==> config.mk <==
export PLATFORM = sky130hd
export DESIGN_NAME = posit_adaptive_fault_monitor
export DESIGN_NICKNAME = d
export VERILOG_FILES = /design/src/rtl/posit_adaptive_fault_monitor.sv
export SDC_FILE = /design/constraint.sdc
export NUM_CORES = 1
export LEC_CHECK = 0
export ABC_AREA = 1
export BUFFER_PORTS_ARGS = -buffer_cell sky130_fd_sc_hd__buf_4
export CAP_MARGIN = 20
export CORE_ASPECT_RATIO = 1.25
export CORE_MARGIN = 5
export CORE_UTILIZATION = 55
export CTS_CLUSTER_DIAMETER = 200
export DETAILED_ROUTE_END_ITERATION = 6
export PLACE_DENSITY_LB_ADDON = 0.12
export RECOVER_POWER = 50
export SYNTH_ARGS = -nofsm -noshare
export SYNTH_HDL_FRONTEND = slang
export SYNTH_SLANG_ARGS = --single-unit
==> constraint.sdc <==
create_clock -name clk -period 5.5 [get_ports clk]
set_input_delay 0 -clock clk [delete_from_list [all_inputs] [get_ports clk]]
set_output_delay 0 -clock clk [all_outputs]
set_load 0.02 [all_outputs]
==> src/rtl/posit_adaptive_fault_monitor.sv <==
// Purpose: compares regime/exponent scale of a full- and a truncated-precision posit sum, flags faults, recommends precision mode.
// Latency: 2 cycles from input handshake to out_valid (decode stage, compare stage).
// Backpressure: elastic valid/ready pipeline; each stage advances when empty or when its downstream advances; in_ready is combinational.
module posit_adaptive_fault_monitor #(
    parameter int FULL_NBITS  = 32,
    parameter int TRUNC_NBITS = 16,
    parameter int ES          = 2,
    parameter int WINDOW      = 16,
    parameter int THRESH      = 4,
    parameter int HOLD        = 32,
    parameter int CNT_W       = 16,
    localparam int SCALE_W    = $clog2(FULL_NBITS) + ES + 1
) (
    input  logic                      clk,
    input  logic                      rst_n,
    input  logic                      in_valid,
    output logic                      in_ready,
    input  logic [FULL_NBITS-1:0]     full_res,
    input  logic [TRUNC_NBITS-1:0]    trunc_res,
    output logic                      out_valid,
    input  logic                      out_ready,
    output logic                      out_fault,
    output logic signed [SCALE_W-1:0] out_full_scale,
    output logic signed [SCALE_W-1:0] out_trunc_scale,
    output logic                      mode,
    output logic [CNT_W-1:0]          fault_total,
    input  logic                      clr_stats
);

    localparam int WC_W = $clog2(WINDOW) + 1;
    localparam int FW_W = $clog2(THRESH + 1) + 1;
    localparam int HC_W = $clog2(HOLD) + 1;
    localparam logic [CNT_W-1:0] CNT_MAX = '1;

    typedef struct packed {
        logic                      zero;
        logic                      nar;
        logic signed [SCALE_W-1:0] scale;
    } dec_t;

    typedef enum logic {ST_TRUNC = 1'b0, ST_FULL = 1'b1} state_t;

    // The truncated word is left-aligned into the full width: zero padding
    // behaves exactly like the zero-filled bits beyond the word end, so one
    // decoder serves both formats.
    function automatic dec_t decode(input logic [FULL_NBITS-1:0] x);
        dec_t d;
        logic [FULL_NBITS-1:0] v;
        logic [FULL_NBITS-1:0] rem;
        logic run_bit;
        logic done;
        int m;
        int k;
        int sc;
        d       = '0;
        v       = x[FULL_NBITS-1] ? -x : x;
        run_bit = v[FULL_NBITS-2];
        done    = 1'b0;
        m       = 0;
        for (int i = FULL_NBITS - 2; i >= 0; i--) begin
            if (!done) begin
                if (v[i] == run_bit) m = m + 1;
                else done = 1'b1;
            end
        end
        k   = run_bit ? (m - 1) : -m;
        // skip sign, regime run and terminator; exponent lands in the top bits
        rem = v << (m + 2);
        sc  = k * (2 ** ES) + int'(rem[FULL_NBITS-1 -: ES]);
        if (x[FULL_NBITS-2:0] == '0) begin
            d.zero = !x[FULL_NBITS-1];
            d.nar  = x[FULL_NBITS-1];
        end else begin
            d.scale = SCALE_W'(sc);
        end
        return d;
    endfunction

    logic [FULL_NBITS-1:0] trunc_al;
    dec_t   dec_full, dec_trunc;
    dec_t   s1_full, s1_trunc;
    logic   s1_vld;
    logic   ready_en;
    logic   s1_adv, s2_adv, in_hs, out_hs;
    logic   fault_c;

    state_t            state, state_nx;
    logic [WC_W-1:0]   win_cnt, win_nx;
    logic [FW_W-1:0]   fault_win, fw_nx;
    logic [HC_W-1:0]   hold_cnt, hold_nx;
    logic [FW_W:0]     fw_sum;

    assign trunc_al = {trunc_res, {(FULL_NBITS - TRUNC_NBITS){1'b0}}};
    assign s2_adv   = !out_valid || out_ready;
    assign s1_adv   = !s1_vld || s2_adv;
    assign in_ready = ready_en && s1_adv;
    assign in_hs    = in_valid && in_ready;
    assign out_hs   = out_valid && out_ready;
    assign mode     = (state == ST_FULL);

    // Decode both operands and compare the stage-1 results
    always_comb begin
        dec_full  = decode(full_res);
        dec_trunc = decode(trunc_al);
        fault_c   = (s1_full.zero ^ s1_trunc.zero) ||
                    (s1_full.nar ^ s1_trunc.nar) ||
                    (!(s1_full.zero || s1_full.nar || s1_trunc.zero || s1_trunc.nar) &&
                     (s1_full.scale != s1_trunc.scale));
    end

    // Input acceptance opens on the first clock edge out of reset
    always_ff @(posedge clk or negedge rst_n) begin
        if (!rst_n) ready_en <= 1'b0;
        else        ready_en <= 1'b1;
    end

    // Stage 1: decoded scales and special-value flags
    always_ff @(posedge clk or negedge rst_n) begin
        if (!rst_n) begin
            s1_vld   <= 1'b0;
            s1_full  <= '0;
            s1_trunc <= '0;
        end else if (s1_adv) begin
            s1_vld <= in_hs;
            if (in_hs) begin
                s1_full  <= dec_full;
                s1_trunc <= dec_trunc;
            end
        end
    end

    // Stage 2: comparison result, held while the consumer stalls
    always_ff @(posedge clk or negedge rst_n) begin
        if (!rst_n) begin
            out_valid       <= 1'b0;
            out_fault       <= 1'b0;
            out_full_scale  <= '0;
            out_trunc_scale <= '0;
        end else if (s2_adv) begin
            out_valid <= s1_vld;
            if (s1_vld) begin
                out_fault       <= fault_c;
                out_full_scale  <= s1_full.scale;
                out_trunc_scale <= s1_trunc.scale;
            end
        end
    end

    // Adaptation FSM state and window/hold counters
    always_ff @(posedge clk or negedge rst_n) begin
        if (!rst_n) begin
            state     <= ST_TRUNC;
            win_cnt   <= '0;
            fault_win <= '0;
            hold_cnt  <= '0;
        end else begin
            state     <= state_nx;
            win_cnt   <= win_nx;
            fault_win <= fw_nx;
            hold_cnt  <= hold_nx;
        end
    end

    // Next-state logic: only output handshakes move the FSM
    always_comb begin
        state_nx = state;
        win_nx   = win_cnt;
        fw_nx    = fault_win;
        hold_nx  = hold_cnt;
        fw_sum   = {1'b0, fault_win} + {{FW_W{1'b0}}, out_fault};
        if (out_hs) begin
            case (state)
                ST_TRUNC: begin
                    if (fw_sum >= (FW_W + 1)'(THRESH)) begin
                        // threshold wins over a coincident window rollover
                        state_nx = ST_FULL;
                        hold_nx  = '0;
                    end else if (win_cnt == WC_W'(WINDOW - 1)) begin
                        win_nx = '0;
                        fw_nx  = '0;
                    end else begin
                        win_nx = win_cnt + 1'b1;
                        fw_nx  = fw_sum[FW_W-1:0];
                    end
                end
                ST_FULL: begin
                    if (hold_cnt == HC_W'(HOLD - 1)) begin
                        state_nx = ST_TRUNC;
                        win_nx   = '0;
                        fw_nx    = '0;
                    end else begin
                        hold_nx = hold_cnt + 1'b1;
                    end
                end
                default: state_nx = ST_TRUNC;
            endcase
        end
    end

    // Saturating fault statistics; a clear beats a coincident fault
    always_ff @(posedge clk or negedge rst_n) begin
        if (!rst_n)                                             fault_total <= '0;
        else if (clr_stats)                                     fault_total <= '0;
        else if (out_hs && out_fault && fault_total != CNT_MAX) fault_total <= fault_total + 1'b1;
    end

endmodule

==> impl_metrics.py, run 1 <==
metrics = {
    "outcome": {
        "status": "aborted with a tool error",
        "haltStage": "5_1_grt",
        "toolErrorMsg": "[ERROR GRT-0232] Routing congestion too high. Check the congestion heatmap in the GUI.",
    },
    "synth": {
        "synth_warnings": 0,
        "synth_xor_area_frac": 0.0647,
        "syn-num-nets": 2519,
        "synthFlopType": "dfrtp_1",
        "synthSimpleGateAreaFrac": 0.504,
        "async_flop_share": 1.00,
        "synth_enable_flop_cells": 0,
        "synth_top_cell_by_area": "nand2_1",
        "synth_top_family_by_area": "simple AND/OR/NAND/NOR gates",
        "synth_seq_cells": 72,
        "synth_compound_area_frac": 0.0914,
        "avgSynthCellArea_um2": 5.69,
        "synth_area_leaders": "nand2_1 17%, dfrtp_1 13%, nand3_1 12%, inv_1 11%, ha_1 6.3%",
        "syn_inst": 2397,
        "ys_seq_area_frac": 0.132,
        "netlist.area_leader.share": 0.172,
        "synth.mux.area_fraction": 0.00321,
        "ys_types": 70,
        "synth_area_mm2": 0.0136,
        "synthAdderAreaFrac": 0.0633,
    },
    "floorplan": {
        "num_io_pins": 89,
        "die_width_um": 151,
        "die_height_um": 186,
        "num_rows": 64,
        "start_util": 0.556,
    },
    "timing": {
        "worstEndpointGrtRepair": "s1_full[1]$_DFFE_PN0P_/D",
        "worst_endpoint_kind": "register input",
    },
    "placed_design": {
        "portBuffers": 88,
        "postPlaceCellArea_mm2": 0.0185,
        "place.gp.congestion": 0.938,
        "dp_hpwl_um": 33200,
    },
    "clock_tree": {
        "cts_inserted_buffers": 9,
        "cts.sinks": 72,
        "cts_buffer_depth": 2,
        "ctsRootBufferMaster": "clkbuf_16",
        "cts.htree.levels": 3,
    },
    "global_route": {
        "gr-usage-all-layers": 1.06,
        "grt_max_degree": 73,
        "grt-ovfl-total": 4221,
    },
}
-- cells by family after synthesis --
logic type / count (synthesis)
AND/OR/NAND/NOR: 1450
buffers and inverters: 488
AO/OA/AOI/OAI: 220
XOR/XNOR: 93
flip-flops: 72
adder cells (fa/ha/maj): 69
multiplexers: 4
other: 1
-- through the flow --
| stage | worst slack (ns) | utilization | cells |
|---|---|---|---|
| after floorplan | -10.06 | - | 2397 |
| after global placement | -10.61 | 0.755 | 3245 |
| after detailed placement | -11.09 | 0.755 | 3245 |
| after CTS | -10.34 | 0.870 | 3496 |
-- layer usage --
metal / GRT usage / overflow
met1: 0.857 / 15
met2: 1.62 / 3553
met3: 0.661 / 14
met4: 1.19 / 638
met5: 0.218 / 1
-- synthesized netlist by cell type, types with 3 or more instances --
master and count:
clkinv_1 10, nand4_1 89, xor2_1 66, nand2_2 68, xor2_2 3, or2_2 4
o31ai_1 4, o21ai_1 14, ha_1 69, nor2_4 10, nand3_1 319, nor2_2 14
clkbuf_1 28, nor2_1 216, nand2_1 626, a211oi_1 3, nand3_2 33, nor2_8 3
nor3b_1 3, buf_2 9, a31oi_1 5, nand3b_2 3, a21oi_1 54, inv_1 393
buf_6 7, nor4_1 8, o21a_1 3, nor3_2 3, o21ai_0 99, dfrtp_1 72
nand3b_1 6, or2_1 4, nand2_4 3, o211ai_1 4, xnor2_1 21, mux2_2 3
inv_2 36, nor3_1 27, o22ai_1 12
-- what timing repair did --
item                                   in CTS
setup endpoints to repair                  15
gates cloned                                3
hold buffers                                3
pin swaps                                  55
setup buffers                             230
resized for setup                         162
endpoints found under the hold margin      79
==> inputs of run 2 (changes only) <==
Settings changed: CORE_ASPECT_RATIO 1.25 to unset, CORE_UTILIZATION 55 to 40, CTS_CLUSTER_DIAMETER 200 to unset, PLACE_DENSITY_LB_ADDON 0.12 to 0.15.
==> impl_metrics.py, run 2 <==
metrics = {
    "critical_path": {
        "cpMostUsedCell": "buf_4",
        "path_buf_inv": 53,
        "critPathMaxStageDelay_ns": 0.32,
        "critPathLaunchType": "input port",
        "path_delay_family": "simple AND/OR/NAND/NOR gates",
        "path_max_fanout": 6,
        "end_kind": "flop",
        "crit_type": "in2reg",
        "cp.arrival_ns": 16.38,
        "crit_required_ns": 5.77,
        "crit_path_top_delay_cell": "nor3_2",
    },
    "run": {
        "max_cap_viol_count": 1,
    },
    "timing": {
        "fin_crit_sh": 2.93,
        "hold_viol_final": 0,
        "worst_slew_pin_slew_ns": 4.00,
        "slew_viol_final": 73,
        "slew_headroom": -1.66,
        "worst_slack_ns": -10.61,
        "min_period_ns": 16.11,
        "fin_skew_ns": 0.00537,
        "tns_ns": -135.00,
        "rsz0062_at_grt": "true",
        "max_freq_mhz": 62.1,
        "setup-violations-final": 15,
    },
    "synth": {
        "synth_area_leaders": "nand2_1 17%, dfrtp_1 13%, nand3_1 12%, inv_1 11%, ha_1 6.3%",
        "synth_enable_flop_cells": 0,
        "synthFlopType": "dfrtp_1",
        "synth_warnings": 0,
        "netlist.area_leader.share": 0.172,
        "syn_inst": 2397,
        "async_flop_share": 1.00,
        "synth_seq_cells": 72,
        "ys_top_cells_by_count": "626 x nand2_1, 393 x inv_1, 319 x nand3_1",
        "ys_types": 70,
        "synth_top_cell_by_area": "nand2_1",
        "avgSynthCellArea_um2": 5.69,
        "synth.most_common_cell": "nand2_1",
        "ys_seq_area_frac": 0.132,
        "syn-num-nets": 2519,
        "synth_area_mm2": 0.0136,
    },
    "clock_tree": {
        "cts_tree": "done",
        "cts_buffer_depth": 2,
        "cts.sinks": 72,
        "clock_latency_ns": 0.33,
        "clkTransAtPathRegs_ns": 0.06,
        "cts.htree.levels": 3,
        "ctsRootBufferMaster": "clkbuf_16",
        "cts_inserted_buffers": 9,
    },
    "routing": {
        "antenna_left": 0,
        "firstDrtPassIters": 6,
        "remaining_drc_errors": 0,
        "vias": 18300,
        "routedWlPerCell_um": 13.4,
        "wirelength_um": 48200,
        "drtIter0Drc": 1095,
        "via_per_inst": 5.10,
    },
    "floorplan": {
        "num_rows": 67,
        "core_mm2": 0.0336,
        "die_width_um": 195,
        "dieArea_mm2": 0.0379,
        "start_util": 0.406,
        "num_io_pins": 89,
        "die_height_um": 195,
    },
    "layout": {
        "fin_nets": 3258,
        "final_common_cell": "buf_4",
        "max_flop_register": "fault_total",
        "layout-drive-gt1-share": 0.444,
        "diodes": 0,
        "fillCellCount": 2774,
        "largest_reg_flops": 16,
        "mostFrequentLayoutCells": "674 x buf_4, 473 x nand2_1, 340 x inv_1",
        "area_growth_pct": 68.2,
        "top_regs": "fault_total x16, s1_full x10, s1_trunc x10",
    },
    "power_and_ir_drop": {
        "ir_worst_vdd_uv": 165,
        "power.total_w": 0.00375,
        "powerDensity_mw_per_mm2": 164,
        "cellLeakagePower_nw": 11.6,
    },
    "placed_design": {
        "place.gp.congestion": 0.901,
        "portBuffers": 88,
        "dp_hpwl_um": 32800,
    },
    "outcome": {
        "status": "complete, but fails checks",
        "violations": "capacitance limit, slew limit, setup timing",
    },
    "global_route": {
        "grt-ovfl-total": 0,
        "grt_pass1_vias": 16600,
        "gr-usage-all-layers": 0.217,
        "grt_pass1_wl_um": 72700,
        "antenna_found_initial": 0,
        "grt_max_degree": 73,
    },
    "min_path": {
        "min_path_type": "in2reg",
    },
}
run 2: what timing repair did:
item,CTS,global route
pin swaps,50,248
cloned,2,11
gates resized for setup,126,474
setup buffers,117,60
setup endpoints to repair,15,15
endpoints found under the hold margin,79,0
hold buffers,3,0
run 2: tightest hold or removal path, stage by stage:
cell and delay, ns:
buf_4 0.13, or3_1 0.18, o21ai_0 0.10
run 2: cell families (layout without fill, tap and decap cells):
kind of cell / count (synthesis) / in the layout / share of synthesized area
AOI/OAI and AO/OA: 220 / 220 / 0.0914
xor gates and xnor gates: 93 / 93 / 0.0647
adders and majority gates: 69 / 69 / 0.0633
buffers and inverters: 488 / 1231 / 0.140
DFF: 72 / 72 / 0.132
muxes: 4 / 4 / 0.00321
other: 1 / 1 / 0.000275
and+or+nand+nor: 1450 / 1451 / 0.504
run 2: routing by layer:
layer	share of wire	vias to the layer above	wire (um)	track usage
met3	0.042	136	2010	0.0175
met2	0.51	487	24800	0.403
li1	-	9202	-	-
met4	0.029	0	1390	0.0570
met5	0	-	0	0
met1	0.42	8463	20000	0.270
run 2: path summary, 6_finish.rpt:
path	to	from	cells past startpoint	slack [ns]
min	s1_trunc[9]	trunc_res[14]	3	0.14
min in group asynchronous	fault_total[9]	rst_n	2	1.61
max in group asynchronous	out_full_scale[0]	rst_n	2	1.66
min reg2reg	out_valid	s1_vld	2	0.47
max	s1_full[0]	full_res[16]	140	-10.61
max reg2reg	fault_total[9]	fault_total[0]	12	3.03
run 2: through the flow:
stage / worst slack [ns] / util / instance area (um^2) / hold WS (ns) / instances
2_1_floorplan: -10.06 / - / 14100 / -0.296 / 2397
3_3_place_gp: -10.68 / 0.561 / 18900 / 0.191 / 3394
5_1_grt: -11.48 / 0.682 / 22900 / 0.168 / 3589
3_5_place_dp: -11.09 / 0.561 / 18900 / 0.205 / 3394
4_1_cts: -10.25 / 0.612 / 20600 / 0.111 / 3532
6_report: -10.61 / 0.682 / 22900 / 0.142 / 3589
run 2: area by class of cell:
cell class / instances / area, um^2 / area share
timing repair buffer: 773 / 6100 / 0.266
tap: 448 / 561 / 0.0244
multi-input combinational: 1838 / 12400 / 0.542
inverter: 441 / 1730 / 0.0753
clock inverter: 7 / 85.1 / 0.00371
sequential: 72 / 1800 / 0.0786
clock buffer: 9 / 225 / 0.00982
timing repair inverter: 1 / 5.00 / 0.000218
run 2: report_power, final:
part           internal, W  total [W]  leakage [nW]  switching [W]
Combinational      0.00116    0.00243          10.6        0.00127
Sequential        0.000637   0.000721         0.924      0.0000836
Clock             0.000361   0.000603         0.146       0.000242
Total              0.00216    0.00375          11.6        0.00159
Note: power is estimated with default switching activity, not from simulation.
==> inputs of run 3 (changes only) <==
Settings changed: SKIP_LAST_GASP set to 1.
==> impl_metrics.py, run 3 (same netlist as run 2, synthesis figures left out) <==
metrics = {
    "outcome": {
        "status": "complete, but fails checks",
        "violations": "capacitance limit, slew limit, setup timing",
    },
    "clock_tree": {
        "ctsRootBufferMaster": "clkbuf_16",
        "cts_buffer_depth": 2,
        "cts.sinks": 72,
        "cts_tree": "done",
        "clkTransAtPathRegs_ns": 0.06,
        "cts_inserted_buffers": 9,
        "cts.htree.levels": 3,
        "clock_latency_ns": 0.33,
    },
    "floorplan": {
        "die_height_um": 195,
        "core_mm2": 0.0336,
        "die_width_um": 195,
        "num_io_pins": 89,
        "num_rows": 67,
        "dieArea_mm2": 0.0379,
        "start_util": 0.406,
    },
    "placed_design": {
        "postPlaceCellArea_mm2": 0.0189,
        "place.gp.congestion": 0.901,
        "portBuffers": 88,
        "dp_hpwl_um": 32800,
    },
    "critical_path": {
        "crit_required_ns": 5.77,
        "timing.rr.start": "fault_total[0]",
        "worstRegToRegCells": 12,
        "path_max_fanout": 6,
        "crit_type": "in2reg",
        "reg2reg_setup_slack_ns": 3.02,
        "critPathLaunchType": "input port",
        "critPathMaxStageDelay_ns": 0.31,
        "cp.arrival_ns": 16.48,
        "end_kind": "flop",
        "r2r-end": "fault_total[9]",
        "cpMostUsedCell": "buf_4",
        "crit_path_top_delay_cell": "ha_1",
    },
    "routing": {
        "via_per_inst": 5.09,
        "wirelength_um": 47700,
        "firstDrtPassIters": 7,
        "remaining_drc_errors": 0,
        "antenna_left": 0,
        "vias": 18300,
        "drtIter0Drc": 1020,
        "routedWlPerCell_um": 13.3,
    },
    "layout": {
        "diodes": 0,
        "fin_nets": 3262,
        "fillCellCount": 2807,
        "layout-drive-gt1-share": 0.440,
        "mostFrequentLayoutCells": "684 x buf_4, 478 x nand2_1, 344 x inv_1",
        "area_growth_pct": 67.6,
        "largest_reg_flops": 16,
        "max_flop_register": "fault_total",
        "top_regs": "fault_total x16, s1_full x10, s1_trunc x10",
        "final_common_cell": "buf_4",
        "design_area_mm2": 0.0229,
    },
    "global_route": {
        "grt_pass1_wl_um": 72400,
        "antenna_found_initial": 0,
        "gr-usage-all-layers": 0.216,
        "grt-ovfl-total": 0,
        "busiest_layer": "met2",
        "grt_pass1_vias": 16500,
        "grt_max_degree": 73,
        "gr-usage-met2": 0.400,
        "met3_usage": 0.0173,
        "use_met1": 0.269,
    },
    "power_and_ir_drop": {
        "powerDensity_mw_per_mm2": 164,
        "cellLeakagePower_nw": 11.6,
        "ir_worst_vdd_uv": 166,
    },
    "timing": {
        "fin_skew_ns": 0.00550,
        "worst_slack_ns": -10.70,
        "max_freq_mhz": 61.7,
        "slew_viol_final": 73,
        "hold_viol_final": 0,
        "min_period_ns": 16.20,
        "worst_slew_pin_slew_ns": 4.01,
        "setup-violations-final": 15,
        "rsz0062_at_grt": "true",
        "fin_crit_sh": 2.95,
        "fin_hold_ws_ns": 0.178,
        "slew_headroom": -1.67,
    },
    "min_path": {
        "hold_path_end": "s1_trunc[9]",
        "min-delay-start": "trunc_res[14]",
        "hold_depth": 3,
        "min_path_type": "in2reg",
    },
    "run": {
        "max_cap_viol_count": 1,
    },
}
run 3: worst max path at each step:
stage            startpoint    endpoint  slack [ns]  cells past startpoint
2_1_floorplan   full_res[1]  s1_full[0]      -10.06                    134
3_3_place_gp    full_res[4]  s1_full[0]      -10.68                    133
3_5_place_dp    full_res[4]  s1_full[1]      -11.09                    130
4_1_cts         full_res[1]  s1_full[0]      -10.31                    134
5_1_grt         full_res[4]  s1_full[0]      -11.43                    143
6_report       full_res[29]  s1_full[1]      -10.70                    142
run 3: power breakdown:
| group | internal [W] | switching, W | leakage [nW] |
|---|---|---|---|
| clock | 0.000361 | 0.000244 | 0.146 |
| sequential | 0.000637 | 0.0000842 | 0.924 |
| combinational | 0.00116 | 0.00126 | 10.6 |
run 3: what timing repair did:
| item | CTS | global route |
|---|---|---|
| hold buffers | 3 | 0 |
| endpoints found under the setup margin | 15 | 15 |
| gates resized for setup | 120 | 449 |
| cloned | 2 | 7 |
| pin swaps | 48 | 233 |
| buffers inserted | 117 | 63 |
| endpoints found under the hold margin | 79 | 0 |
run 3: per-stage QoR:
stage | utilization | std cells | setup slack, ns | power [W] | TNS (ns)
2_1_floorplan | - | 2397 | -10.06 | 0.00179 | -126.56
3_3_place_gp | 0.561 | 3394 | -10.68 | 0.00256 | -139.60
3_5_place_dp | 0.561 | 3394 | -11.09 | 0.00260 | -144.75
4_1_cts | 0.611 | 3532 | -10.31 | 0.00346 | -134.28
5_1_grt | 0.680 | 3593 | -11.43 | 0.00402 | -147.40
6_report | 0.680 | 3593 | -10.70 | 0.00374 | -135.31
run 3: worst max-delay path: cells and delay by family:
| kind | cells | cell delay, ns |
|---|---|---|
| and+or+nand+nor | 67 | 6.53 |
| AOI/OAI and AO/OA | 8 | 0.92 |
| adders and majority gates | 12 | 2.93 |
| buffers and inverters | 55 | 6.07 |
run 3: area by class of cell:
class                           count  area (um^2)  share of cell area
Multi-Input combinational cell   1837        12300               0.539
Timing Repair inverter              1         5.00            0.000219
Clock buffer                        9          225             0.00986
Clock inverter                      7         85.1             0.00372
Inverter                          441         1730              0.0755
Timing Repair Buffer              778         6120               0.268
Tap cell                          448          561              0.0245
Sequential cell                    72         1800              0.0788
run 3: metal layers:
| layer | wire length [um] | share of wire |
|---|---|---|
| met5 | 0 | 0 |
| met4 | 1570 | 0.033 |
| met3 | 2070 | 0.043 |
| met2 | 24400 | 0.51 |
| met1 | 19700 | 0.41 |
